$ cat src/rtl/serial_add_pkg.sv
// Shared types and sizing helpers for the bit-serial adder/subtractor controller.
package serial_add_pkg;

    typedef enum logic [1:0] {
        IDLE = 2'd0,
        RUN  = 2'd1,
        DONE = 2'd2
    } state_t;

    // Bit counter only needs to reach WIDTH-1, so $clog2(WIDTH) bits suffice.
    function automatic int cnt_width(input int width);
        return (width < 2) ? 1 : $clog2(width);
    endfunction

endpackage

$ cat src/rtl/adder_intf.sv
// Connection bundle between the serial controller and its 1-bit full-adder slice.
interface adder_intf;
    logic a;
    logic b;
    logic cin;
    logic s;
    logic c;

    modport tb  (output a, output b, output cin, input s, input c);
    modport dut (input a, input b, input cin, output s, output c);
endinterface

$ cat src/rtl/serial_add_ctrl_fa.sv
// Single-bit full-adder slice; purely combinational, zero latency, no backpressure.
module serial_add_ctrl_fa (
    adder_intf.dut bus
);
    assign bus.s = bus.a ^ bus.b ^ bus.cin;
    assign bus.c = (bus.a & bus.b) | (bus.a & bus.cin) | (bus.b & bus.cin);
endmodule

$ cat src/rtl/serial_add_ctrl.sv
// WIDTH-bit add/subtract through one full-adder slice, one bit per clock, LSB first.
// Result valid WIDTH edges after accept; result is held in DONE until out_ready.
module serial_add_ctrl
    import serial_add_pkg::*;
#(
    parameter int WIDTH = 8
) (
    input  logic             clk,
    input  logic             rst,
    input  logic             in_valid,
    output logic             in_ready,
    input  logic [WIDTH-1:0] op_a,
    input  logic [WIDTH-1:0] op_b,
    input  logic             cin,
    input  logic             sub,
    output logic             out_valid,
    input  logic             out_ready,
    output logic [WIDTH-1:0] sum,
    output logic             cout,
    output logic             busy
);
    localparam int CW = cnt_width(WIDTH);

    state_t           state;
    state_t           state_nxt;
    logic [WIDTH-1:0] a_sh;
    logic [WIDTH-1:0] b_sh;
    logic [WIDTH-1:0] sum_sh;
    logic             carry;
    logic [CW-1:0]    bit_cnt;
    logic             last_bit;

    adder_intf fa_if ();

    serial_add_ctrl_fa u_fa (
        .bus (fa_if.dut)
    );

    // Slice inputs are forced to zero outside RUN so nothing toggles while idle.
    always_comb begin
        fa_if.a   = 1'b0;
        fa_if.b   = 1'b0;
        fa_if.cin = 1'b0;
        if (state == RUN) begin
            fa_if.a   = a_sh[0];
            fa_if.b   = b_sh[0];
            fa_if.cin = carry;
        end
    end

    assign last_bit = (bit_cnt == CW'(WIDTH - 1));

    always_ff @(posedge clk or posedge rst) begin
        if (rst) begin
            state <= IDLE;
        end else begin
            state <= state_nxt;
        end
    end

    always_comb begin
        state_nxt = state;
        case (state)
            IDLE:    if (in_valid) state_nxt = RUN;
            RUN:     if (last_bit) state_nxt = DONE;
            DONE:    if (out_ready) state_nxt = IDLE;
            default: state_nxt = IDLE;
        endcase
    end

    always_ff @(posedge clk or posedge rst) begin
        if (rst) begin
            a_sh    <= '0;
            b_sh    <= '0;
            sum_sh  <= '0;
            carry   <= 1'b0;
            bit_cnt <= '0;
        end else begin
            case (state)
                IDLE: begin
                    if (in_valid) begin
                        // Subtract is A + ~B + 1, so cin is replaced by the +1.
                        a_sh    <= op_a;
                        b_sh    <= sub ? ~op_b : op_b;
                        carry   <= sub ? 1'b1 : cin;
                        bit_cnt <= '0;
                        sum_sh  <= '0;
                    end
                end
                RUN: begin
                    sum_sh <= {fa_if.s, sum_sh[WIDTH-1:1]};
                    carry  <= fa_if.c;
                    a_sh   <= {1'b0, a_sh[WIDTH-1:1]};
                    b_sh   <= {1'b0, b_sh[WIDTH-1:1]};
                    if (!last_bit) begin
                        bit_cnt <= bit_cnt + CW'(1);
                    end
                end
                default: begin
                end
            endcase
        end
    end

    assign in_ready  = (state == IDLE);
    assign out_valid = (state == DONE);
    assign busy      = (state != IDLE);
    // Partial sums never leak onto the result port.
    assign sum       = out_valid ? sum_sh : '0;
    assign cout      = out_valid ? carry : 1'b0;

endmodule

$ cat config.mk
export PLATFORM = sky130hd
export DESIGN_NAME = serial_add_ctrl
export DESIGN_NICKNAME = d
export VERILOG_FILES = /design/src/rtl/serial_add_pkg.sv /design/src/rtl/adder_intf.sv /design/src/rtl/serial_add_ctrl_fa.sv /design/src/rtl/serial_add_ctrl.sv
export SDC_FILE = /design/constraint.sdc
export NUM_CORES = 1
export LEC_CHECK = 0
export CAP_MARGIN = 10
export CORE_AREA = 2 2 58 60
export CTS_CLUSTER_SIZE = 40
export DETAILED_ROUTE_END_ITERATION = 8
export DIE_AREA = 0 0 60 62
export PLACE_DENSITY = 0.84
export SYNTH_ARGS = -nofsm -noshare
export SYNTH_HDL_FRONTEND = slang
export SYNTH_SLANG_ARGS = --single-unit
$ cat constraint.sdc
create_clock -name clk -period 4.9 [get_ports clk]
set_input_delay 1.47 -clock clk [delete_from_list [all_inputs] [get_ports clk]]
set_output_delay 1.47 -clock clk [all_outputs]
set_load 0.1 [all_outputs]
==> flow_summary.ini <==
[status]
status = complete, no violations

[die]
dieArea_um2 = 3720
ioPinCount = 34
die_x_um = 60
core_um2 = 3180
die_h_um = 62
row_count = 21
initial_utilization_pct = 49.7

[final_layout]
fill_cells = 273
final_cell_mix = clkdlybuf4s50_1, dfrtp_1, nand2_1
drive_above_1_share_pct = 10.0
final_common_cell = clkdlybuf4s50_1
antennaDiodeCount = 0
final_area_um2 = 1990
fin_nets = 204
regArea_um2 = 751
fin_cells = 226
fin_util_pct = 62.7
multi_input_area_um2 = 727
syn_to_final_growth_pct = 26.1

[clock_tree]
postCtsHoldBufs = 0
cts_resized = 0
cts_tree = done
clk_latency_ps = 340
path_clk_slew_ps = 90
clockRootBuffer = clkbuf_4
clkSinkCount = 30
cts-buffers-inserted = 5
cts_setup_buffers = 0
cts_buffer_depth = 2
htreeDepth = 2

[grt]
grt_pass1_wl_um = 5100
grt_max_degree = 33
antenna_found_initial = 0
grt_pass1_vias = 1151
grt_overflow = 0
grt_use_total_pct = 19.2

[power]
p_leak_nw = 0.910
p_per_area_nw_per_um2 = 524
power.total_mw = 1.04
ir_drop_v = 0.000277

[synthesis]
synth_flop_cell = dfrtp_1
synthArstFlopShare_pct = 100
yosysSeqAreaShare_pct = 47.5
synthCells = 147
synth_enable_flop_cells = 0
synth.avg_cell_area_um2 = 10.7
synth_nets = 172
synthesis.area_um2 = 1580
ys_seq_elements = 30
ys_types = 31
ys_warn_count = 0

[timing]
report.final.slew_viol_count = 0
setup-violations-final = 0
relSlewSlack_pct = 34.6
hold_viol_final = 0
grt_setup_unrepaired = false
fin_crit_ps = 4070
setup_ws_ps = 826
tightest_slew_ps = 978
fin_tns_setup_ps = 0
fin_worst_hold_slack_ps = 492
skew_ps = 2.73
fmax_ghz = 0.245
min_period_over_period_pct = 83.1

[setup_path]
path_class = reg2out
crit_path_end_kind = output pin
path_cells = inv_2 -> nor2_4 -> and2_1 -> clkdlybuf4s50_1
crit_arrival_ps = 2600
max_stage_delay_ps = 1130
critPathMaxFanout = 14
cp_data_required_time_ps = 3430
critical_path.startpoint_type = flip-flop
critPathSlowestCell = clkdlybuf4s50_1
reg2reg_depth = 5

[detailed_routing]
wl_per_cell_um = 13.8
routed_via_density = 5.21
postRouteAntennaNets = 0
drc_errors = 0
first_iter_violations = 56
dr.pass1.iters = 4
wl_um = 3110
num_vias = 1177

[placement]
gp_congestion = 0.893
place_ws_ps = 1180
detailed_place_hpwl_um = 2150
place_area_um2 = 1900
portBuffers = 33
dp_cells = 217

[hold_path]
whs_path_depth = 2
min_path_type = reg2reg

[run]
cap_violations = 0
Yosys cell counts (2+ instances only):
cell type / n / share of area, %
a221o_1: 2 / 1.3
a22o_1: 8 / 4.4
a22oi_1: 8 / 3.8
and2_1: 12 / 4.8
buf_2: 5 / 1.6
buf_4: 3 / 1.4
buf_6: 2 / 1.4
dfrtp_1: 30 / 48
ha_1: 2 / 1.6
inv_1: 8 / 1.9
mux2i_1: 9 / 5.7
nand2_1: 18 / 4.3
nand2b_1: 2 / 0.79
nor2_1: 3 / 0.71
nor2b_1: 3 / 1.2
o21ai_1: 9 / 2.9
o31ai_2: 2 / 1.6
o32ai_1: 2 / 1.1
xnor2_1: 3 / 1.7
xor2_1: 5 / 2.8
layout make-up:
type | count | area share, %
Timing Repair Buffer | 35 | 18.2
Clock buffer | 7 | 2.76
Sequential cell | 30 | 37.7
Clock inverter | 1 | 0.251
Multi-Input combinational cell | 98 | 36.5
Inverter | 9 | 1.70
Tap cell | 46 | 2.89
kinds of logic after synthesis:
family,share of synthesized area (%)
adders and majority gates,2.85
AOI/OAI and AO/OA,18.8
xor gates and xnor gates,4.44
and+or+nand+nor,14.1
DFF,47.5
buffers and inverters,6.58
muxes,5.71
final timing paths:
check                          from    endpoint  slack, ps
max                        state[1]      sum[0]        830
min                         a_sh[1]     a_sh[1]        490
max reg2reg                state[0]   sum_sh[7]       2730
min in group asynchronous       rst  bit_cnt[2]       1410
min reg2reg                 a_sh[1]     a_sh[1]        490
max in group asynchronous       rst     a_sh[0]       3050
report_power, final:
group	internal [mW]	total (mW)	switching, mW
combinational	0.194	0.439	0.245
clock	0.0694	0.157	0.0879
sequential	0.356	0.447	0.0903
total	0.619	1.04	0.423
sequential cells by signal, indices dropped and copies added (netlist names):
register and cells:
a_sh 8, b_sh 8, sum_sh 8, bit_cnt 3
state 2, carry 1
routing by layer:
| layer | track usage [%] | vias up | wire length (um) |
|---|---|---|---|
| met5 | 0 | - | 0 |
| met3 | 7.66 | 7 | 171 |
| met2 | 30.9 | 29 | 1520 |
| met1 | 22.9 | 568 | 1360 |
| met4 | 8.25 | 0 | 53 |
| li1 | - | 573 | - |
worst max-delay path, delay by kind of cell, from the launching register on:
family        cells  cell delay (ps)
buf+inv           2             1250
flops             1              670
simple gates      2              340
Note: power is estimated with default switching activity, not from simulation.
